===== config.mk =====
export PLATFORM = sky130hd
export DESIGN_NAME = fifo_wr_arbiter_flat
export DESIGN_NICKNAME = d
export VERILOG_FILES = /design/src/rtl/fifo_wr_arbiter_if.sv /design/src/rtl/fifo_wr_arbiter.sv /design/src/flat_wrapper.sv
export SDC_FILE = /design/constraint.sdc
export NUM_CORES = 1
export LEC_CHECK = 0
export CAP_MARGIN = 20
export CORE_MARGIN = 2
export CORE_UTILIZATION = 43
export DETAILED_ROUTE_END_ITERATION = 10
export PLACE_DENSITY_LB_ADDON = 0.05
export SLEW_MARGIN = 20
export SYNTH_ARGS = -nofsm -noshare
export SYNTH_HDL_FRONTEND = slang
export SYNTH_SLANG_ARGS = --single-unit

===== constraint.sdc =====
create_clock -name clk -period 2.8 [get_ports clk]
set_clock_uncertainty 0.15 [all_clocks]
set_input_delay 0.28 -clock clk [delete_from_list [all_inputs] [get_ports clk]]
set_output_delay 0.28 -clock clk [all_outputs]
set_load 0.02 [all_outputs]

===== src/rtl/fifo_wr_arbiter_if.sv =====
// rtl/fifo_wr_arbiter_if.sv - requester/FIFO write-port bundle for fifo_wr_arbiter.
// stall_cnt is carried only when FIFO_ARB_STATS_EN is defined.
interface fifo_wr_arbiter_if #(
    parameter int NUM_REQ = 4,
    parameter int DATA_W  = 8,
    parameter int CNT_W   = 4
);
    logic [NUM_REQ-1:0]        req;
    logic [NUM_REQ*DATA_W-1:0] data;
    logic [NUM_REQ-1:0]        gnt;
    logic [CNT_W-1:0]          fifo_count;
    logic                      fifo_write;
    logic [DATA_W-1:0]         fifo_din;
    logic                      busy;
`ifdef FIFO_ARB_STATS_EN
    logic [15:0]               stall_cnt;
`endif

    modport master (
        input  req, data, fifo_count,
        output gnt, fifo_write, fifo_din, busy
`ifdef FIFO_ARB_STATS_EN
        , output stall_cnt
`endif
    );

    modport slave (
        output req, data, fifo_count,
        input  gnt, fifo_write, fifo_din, busy
`ifdef FIFO_ARB_STATS_EN
        , input stall_cnt
`endif
    );
endinterface


===== src/rtl/fifo_wr_arbiter.sv =====
// rtl/fifo_wr_arbiter.sv - round-robin, burst-limited arbiter sharing one FIFO write port.
// Optional stall statistics counter enabled by FIFO_ARB_STATS_EN.
module fifo_wr_arbiter #(
    parameter int NUM_REQ   = 4,
    parameter int DATA_W    = 8,
    parameter int DEPTH     = 8,
    parameter int CNT_W     = 4,
    parameter int MAX_BURST = 4
) (
    input  logic                  clk,
    input  logic                  rst,
    fifo_wr_arbiter_if.master     bus
);
    localparam int IDX_W = $clog2(NUM_REQ);
    localparam int BC_W  = $clog2(MAX_BURST + 1);

    typedef enum logic {IDLE, BURST} state_t;

    state_t                 state;
    logic [IDX_W-1:0]       rr_ptr;
    logic [IDX_W-1:0]       owner;
    logic [BC_W-1:0]        burst_cnt;
    logic [IDX_W-1:0]       sel_idx;
    logic [IDX_W-1:0]       next_ptr;
    logic                   space;
    logic                   grant;
    logic                   rotate;
    logic                   others;
    logic                   found;
    logic [NUM_REQ-1:0]     gnt_c;
    logic [DATA_W-1:0]      lane [NUM_REQ];

    for (genvar i = 0; i < NUM_REQ; i++) begin : g_lane
        assign lane[i] = bus.data[i*DATA_W +: DATA_W];
    end

    // The strobe in flight counts as occupied: the FIFO count lags it by one cycle.
    assign space = ({1'b0, bus.fifo_count} + {{CNT_W{1'b0}}, bus.fifo_write})
                   < (CNT_W+1)'(DEPTH);

    assign others   = |(bus.req & ~(NUM_REQ'(1) << owner));
    assign next_ptr = (owner == IDX_W'(NUM_REQ - 1)) ? '0 : owner + IDX_W'(1);

    always_comb begin
        int               idx;
        logic [IDX_W-1:0] cand;
        idx     = 0;
        cand    = '0;
        sel_idx = '0;
        found   = 1'b0;
        grant   = 1'b0;
        rotate  = 1'b0;
        if (state == IDLE) begin
            for (int k = 0; k < NUM_REQ; k++) begin
                idx = int'(rr_ptr) + k;
                if (idx >= NUM_REQ) idx = idx - NUM_REQ;
                cand = IDX_W'(idx);
                if (!found && bus.req[cand]) begin
                    found   = 1'b1;
                    sel_idx = cand;
                end
            end
            grant = found && space;
        end else begin
            sel_idx = owner;
            if (bus.req[owner] && space &&
                (burst_cnt < BC_W'(MAX_BURST) || !others)) begin
                grant = 1'b1;
            end else if (!bus.req[owner] ||
                         (burst_cnt == BC_W'(MAX_BURST) && others)) begin
                rotate = 1'b1;
            end
        end
        gnt_c = grant ? (NUM_REQ'(1) << sel_idx) : '0;
    end

    assign bus.gnt = rst ? gnt_c : '0;

    always_ff @(posedge clk or negedge rst) begin
        if (!rst) begin
            state          <= IDLE;
            rr_ptr         <= '0;
            owner          <= '0;
            burst_cnt      <= '0;
            bus.fifo_write <= 1'b0;
            bus.fifo_din   <= '0;
            bus.busy       <= 1'b0;
`ifdef FIFO_ARB_STATS_EN
            bus.stall_cnt  <= '0;
`endif
        end else begin
            bus.fifo_write <= grant;
            if (grant) bus.fifo_din <= lane[sel_idx];
            case (state)
                IDLE: begin
                    if (grant) begin
                        owner     <= sel_idx;
                        burst_cnt <= BC_W'(1);
                        state     <= BURST;
                        bus.busy  <= 1'b1;
                    end
                end
                BURST: begin
                    if (grant) begin
                        if (burst_cnt != BC_W'(MAX_BURST))
                            burst_cnt <= burst_cnt + BC_W'(1);
                    end else if (rotate) begin
                        rr_ptr   <= next_ptr;
                        state    <= IDLE;
                        bus.busy <= 1'b0;
                    end
                end
                default: begin
                    state    <= IDLE;
                    bus.busy <= 1'b0;
                end
            endcase
`ifdef FIFO_ARB_STATS_EN
            if ((|bus.req) && !space && bus.stall_cnt != 16'hFFFF)
                bus.stall_cnt <= bus.stall_cnt + 16'd1;
`endif
        end
    end
endmodule

===== src/flat_wrapper.sv =====
// flat-port wrapper written by rule: the top's interface ports become plain ports
module fifo_wr_arbiter_flat 
#(
    parameter int NUM_REQ   = 4,
    parameter int DATA_W    = 8,
    parameter int DEPTH     = 8,
    parameter int CNT_W     = 4,
    parameter int MAX_BURST = 4
)
  (clk, rst, bus_req, bus_data, bus_fifo_count, bus_gnt, bus_fifo_write, bus_fifo_din, bus_busy);
  fifo_wr_arbiter_if #(.NUM_REQ(NUM_REQ), .DATA_W(DATA_W), .CNT_W(CNT_W)) bus_i ();
  input  logic clk;
  input  logic rst;
  input wire logic [$bits(bus_i.req)-1:0] bus_req;
  input wire logic [$bits(bus_i.data)-1:0] bus_data;
  input wire logic [$bits(bus_i.fifo_count)-1:0] bus_fifo_count;
  output wire logic [$bits(bus_i.gnt)-1:0] bus_gnt;
  output wire logic [$bits(bus_i.fifo_write)-1:0] bus_fifo_write;
  output wire logic [$bits(bus_i.fifo_din)-1:0] bus_fifo_din;
  output wire logic [$bits(bus_i.busy)-1:0] bus_busy;
  assign bus_i.req = bus_req;
  assign bus_i.data = bus_data;
  assign bus_i.fifo_count = bus_fifo_count;
  assign bus_gnt = bus_i.gnt;
  assign bus_fifo_write = bus_i.fifo_write;
  assign bus_fifo_din = bus_i.fifo_din;
  assign bus_busy = bus_i.busy;
  fifo_wr_arbiter #(.NUM_REQ(NUM_REQ), .DATA_W(DATA_W), .DEPTH(DEPTH), .CNT_W(CNT_W), .MAX_BURST(MAX_BURST)) u_core (.clk(clk), .rst(rst), .bus(bus_i));
endmodule

Word level (Yosys, flattened, before mapping)
Index checks and enable logic that the tools add are counted.
{ "totals": {"regBits": 18, "input_bits": 42, "elab_cells": 117} }
{ "classes": {"add_sub_neg": 10, "n_lt_le_gt_ge": 12, "eq_ne": 8, "n_shift": 2, "n_mux": 54, "n_bitwise": 5, "reduce_logical": 19} }
{ "ops": {"columns": ["op", "count"], "rows": [
  ["2-to-1 mux 2 bit", 14],
  ["2-to-1 mux 1 bit", 24],
  ["binary-select mux 8 bit (select 2 bit)", 1],
  ["2-to-1 mux 8 bit", 2],
  ["less-than comparator 2 x 3 -> 1 bit (second input constant)", 5],
  ["greater-or-equal comparator 3 bit (second input constant)", 4],
  ["binary-select mux 1 bit (select 2 bit)", 5],
  ["2-to-1 mux 3 bit", 3],
  ["AND reduction 3 bit", 3],
  ["2-to-1 mux 4 bit", 2],
  ["inequality test 2 bit (second input constant)", 4],
  ["<< shifter 1 x 2 -> 4 bit (first input constant)", 2],
  ["subtractor 2 x 1 -> 2 bit (second input constant)", 4],
  ["logical AND 1 bit", 7],
  ["adder 2 x 2 -> 3 bit (second input constant)", 2],
  ["one-hot mux 3 bit (2 select lines)", 1],
  ["adder 4 x 1 -> 5 bit", 1],
  ["zero test 1 bit", 5],
  ["less-than comparator 5 x 4 -> 1 bit (second input constant)", 1],
  ["AND 4 bit", 1],
  ["NOT 4 bit", 1],
  ["one-hot mux 1 bit (2 select lines)", 2],
  ["OR reduction 4 bit", 1],
  ["adder 2 x 1 -> 3 bit (second input constant)", 1],
  ["other kinds (12)", 14]
]} }

Logic depth before layout (Yosys ltp)
{ "logic_depth": {"word_depth": 23, "mapped_depth": 8, "mapped_depth_nobuf": 7} }

Least setup slack after synthesis
No wires, ideal clock.
{ "synth_timing": {"path_kind": "register to output", "start": "reg u_core.owner[0]", "end": "out bus_gnt[0]", "t_arrival_ns": 1.936, "t_required_ns": 2.370, "slack_ns": 0.434, "path_stages_with_launch": 8, "path_cell_list": "dfrtp_1 inv_1 ha_1 nor2b_1 o41ai_2 a31oi_1 or3b_1 nor2_1"} }
{ "synth_between": {"elab_chain_len": 11, "elab_cells_between_ends": 16} }
{ "synth_lines": {"columns": ["element", "line", "rtl"], "rows": [
  ["from (decl)", "fifo_wr_arbiter.sv:21", "logic [IDX_W-1:0] owner;"],
  ["from (signal assigned)", "fifo_wr_arbiter.sv:97", "owner <= sel_idx;"],
  ["<< shifter 1 x 2 -> 4 bit", "fifo_wr_arbiter.sv:41", "assign others = |(bus.req & ~(NUM_REQ'(1) << owner));"],
  ["NOT 4 bit", "fifo_wr_arbiter.sv:41", null],
  ["AND 4 bit", "fifo_wr_arbiter.sv:41", null],
  ["OR reduction 4 bit", "fifo_wr_arbiter.sv:41", null],
  ["zero test 1 bit", "fifo_wr_arbiter.sv:67", "(burst_cnt < BC_W'(MAX_BURST) || !others)) begin"],
  ["logical OR 1 bit", "fifo_wr_arbiter.sv:67", null],
  ["logical AND 1 bit", "fifo_wr_arbiter.sv:66", "if (bus.req[owner] && space &&"],
  ["2-to-1 mux 1 bit", "fifo_wr_arbiter.sv:66", null],
  ["2-to-1 mux 1 bit", "fifo_wr_arbiter.sv:53", "if (state == IDLE) begin"],
  ["2-to-1 mux 4 bit *", "fifo_wr_arbiter.sv:74", "gnt_c = grant ? (NUM_REQ'(1) << sel_idx) : '0;"],
  ["2-to-1 mux 4 bit *", "fifo_wr_arbiter.sv:77", "assign bus.gnt = rst ? gnt_c : '0;"],
  ["to (decl)", "flat_wrapper.sv:17", "output wire logic [$bits(bus_i.gnt)-1:0] bus_gnt;"]
]} }
Mark *: on every way between the ends. The rest lies on a longest branch, timed or not. The select of a mux whose other input is x is not followed.

Final worst setup path
Same ends and word-level chain as after synthesis.

==> results.py <==
metrics = {
    "placement": {
        "io_buffer_count": 55,
        "placed_cell_area_sq_mm": 0.00209,
        "dp_cells": 273,
        "place_congestion": 0.822,
        "dp_hpwl_um": 3240,
        "place_ws_ns": -0.191,
    },
    "pwr": {
        "pwr-share-clk_pct": 7.6,
        "power_density_mw_per_mm2": 975,
        "sequentialPowerShare_pct": 23.0,
        "p_leak_nw": 0.991,
        "power.internal_mw": 1.19,
        "vdd_drop_max_mv": 0.687,
        "p_sw_mw": 1.01,
        "finalPower_mw": 2.20,
        "p_sw_share_pct": 45.9,
        "combPwrFrac_pct": 69.4,
    },
    "synthesis": {
        "ys_types": 38,
        "syn_nets": 209,
        "ys_seq_area_share_pct": 32.7,
        "synth_edf_count": 0,
        "async_flop_share_pct": 100,
        "syn_area_per_cell_sq_um": 8.56,
        "syn_inst": 161,
        "synth_flop_cell": "dfrtp_1",
        "mappedNetlistArea_sq_mm": 0.00138,
        "ys_ff_latch": 18,
        "yosysWarnings": 0,
    },
    "route": {
        "wirelength_um": 4530,
        "ant_nets": 0,
        "drtPass1Iterations": 4,
        "routedWlPerCell_um": 16.0,
        "vias": 1583,
        "viasPerCell": 5.57,
        "drc": 0,
        "drt_iter0_markers": 99,
    },
    "run": {
        "cap_violations": 0,
    },
    "timing": {
        "timing.slew.headroom_pct": 71.2,
        "hold_violations": 0,
        "hold_ws_ns": 0.337,
        "setup_viol": 0,
        "setup_slack_ns": 0.0529,
        "setup_tns_ns": 0,
        "period_needed_ns": 2.75,
        "fmax_mhz": 364,
        "drv_slew": 0,
        "post-route-period-util_pct": 98.1,
        "tightestPinTransition_ns": 0.429,
    },
    "global_routing": {
        "grt_pass1_vias": 1465,
        "use_met1_pct": 35.1,
        "use_met3_pct": 3.62,
        "grtUsageTotal_pct": 24.7,
        "antenna_found_initial": 0,
        "met2_usage_pct": 41.0,
        "grt_busiest_layer": "met2",
        "overflow": 0,
        "grt_max_degree": 20,
        "grt_pass1_wl_um": 6800,
    },
    "worst_setup_path": {
        "cp-end-kind": "primary output",
        "crit_path_max_fanout": 3,
        "crit_required_ns": 2.37,
        "r2r-start": "u_core.owner[0]",
        "cp-endpoint": "bus_gnt[0]",
        "crit_start": "u_core.owner[0]",
        "arrival_ns": 2.32,
        "rr_worst_depth": 9,
        "path_class": "register to primary output",
        "r2r_slack_ns": 0.49,
        "regToRegEndpoint": "u_core.burst_cnt[0]",
        "startpoint_type": "register",
    },
    "floorplanning": {
        "die_w_um": 60.6,
        "start_util_pct": 45.1,
        "die_h_um": 60.6,
        "num_io_pins": 56,
        "rows": 20,
        "coreArea_sq_mm": 0.00305,
        "dieArea_sq_mm": 0.00367,
    },
    "final_layout": {
        "nNetsFinal": 289,
        "num_antenna_cells": 0,
        "fin_area_sq_mm": 0.00226,
        "n_fill_cell": 241,
        "fin_util_pct": 74.0,
        "area_delta_synth_final_pct": 63.9,
        "drive_gt1_share_pct": 23.3,
        "final_cells": 284,
    },
    "clock_network": {
        "cts_buffers": 3,
        "cts_buffer_depth": 2,
        "cts.sinks": 18,
        "cts.clk_slew.worst_paths_ns": 0.11,
        "clk_latency_ns": 0.30,
        "cts_tree": "built",
        "cts-root-buf": "clkbuf_4",
        "htreeDepth": 1,
    },
    "worst_hold_path": {
        "hp-class": "register to register",
    },
    "run_status": {
        "status": "complete, no violations",
    },
}
placed cells by master (no fill, tap or decap), types with 3 or more instances in the layout:
cell type | synthesis | final
a211oi_1 | 18 | 18
a31oi_1 | 18 | 18
buf_4 | 0 | 28
buf_6 | 3 | 3
clkbuf_4 | 0 | 3
clkdlybuf4s50_1 | 0 | 51
dfrtp_1 | 18 | 17
ha_1 | 6 | 3
ha_4 | 0 | 3
inv_1 | 23 | 21
nand2_1 | 14 | 14
nor2_1 | 10 | 8
o21ai_0 | 3 | 3
o31ai_1 | 8 | 8
cell type report:
class / count / area [sq um] / share of cell area [%]
inverters: 23 / 86.3 / 3.82
clock buffers: 4 / 36.3 / 1.61
well taps: 44 / 55.1 / 2.44
repair buffers: 85 / 774 / 34.3
multi-input cells: 110 / 855 / 37.8
flip-flops and latches: 18 / 452 / 20.0
metal layers:
layer  wire length [um]  part of all wire [%]  vias up
li1                   -                     -      755
met1               1920                    42      734
met2               2220                    49       84
met3                326                   7.2       10
met4                 71                   1.6        0
met5                  0                     0        -
power groups by stage:
stage	Clock, mW	Combinational (mW)	Sequential (mW)
finish	0.167	1.53	0.507
global route	0.185	1.67	0.521
CTS	0.172	1.37	0.503
detailed placement	0	1.36	0.509
global placement	0	1.33	0.493
floorplan	0	0.769	0.566
critical path, cell delays in order, from the launching register on:
cell,delay (ns)
dfrtp_2,0.43
inv_2,0.09
ha_1,0.18
nor2b_1,0.11
o41ai_4,0.38
a31oi_1,0.16
or3b_4,0.43
nor2_4,0.12
buf_6,0.12
state kept, by name (all words and copies together) (netlist names):
register	count
u_core.burst_cnt	3
u_core.bus.busy	1
u_core.owner	2
u_core.bus.fifo_write	1
u_core.state	1
u_core.rr_ptr	2
u_core.bus.fifo_din	8
timing repair:
| item | 4_1_cts | 5_1_grt |
|---|---|---|
| hold endpoints to repair | 1 | 0 |
| setup endpoints to repair | 4 | 4 |
| buffers inserted | 2 | 4 |
| pin swaps | 2 | 5 |
| gates resized for setup | 12 | 25 |
| hold buffers | 1 | 0 |
cells by family after synthesis:
| group | synth area share (%) |
|---|---|
| multiplexers | 4.00 |
| AO/OA/AOI/OAI | 32.9 |
| flip-flops | 32.7 |
| adder cells (fa/ha/maj) | 5.45 |
| buffers and inverters | 10.8 |
| AND/OR/NAND/NOR | 14.2 |
Yosys cell counts (2+ instances only):
cell / instances / area, sq um
nand4_1: 2 / 12.5
o21ai_0: 3 / 15.0
buf_2: 2 / 10.0
nand2b_1: 2 / 12.5
dfrtp_1: 18 / 450
nand2_1: 14 / 52.6
buf_6: 3 / 33.8
ha_1: 6 / 75.1
clkbuf_1: 5 / 18.8
nor2b_1: 4 / 25.0
a31oi_1: 18 / 113
a211oi_1: 18 / 135
a21o_1: 2 / 15.0
nor2_1: 10 / 37.5
inv_1: 23 / 86.3
o31ai_1: 8 / 60.1
mux2_2: 2 / 22.5
worst min path at each step:
| stage | start | endpoint | slack [ns] | depth (start not counted) |
|---|---|---|---|---|
| 6_report | u_core.bus.fifo_din[1] | u_core.bus.fifo_din[1] | 0.34 | 2 |
| 5_1_grt | u_core.bus.fifo_din[7] | u_core.bus.fifo_din[7] | 0.39 | 2 |
| 4_1_cts | u_core.bus.fifo_din[1] | u_core.bus.fifo_din[1] | 0.34 | 2 |
| 3_5_place_dp | u_core.bus.fifo_din[1] | u_core.bus.fifo_din[1] | 0.32 | 2 |
| 3_3_place_gp | u_core.bus.fifo_din[1] | u_core.bus.fifo_din[1] | 0.31 | 2 |
| 2_1_floorplan | rst | u_core.burst_cnt[0] | -0.17 | 0 |
No activity file was read; power rests on OpenSTA's default activity.
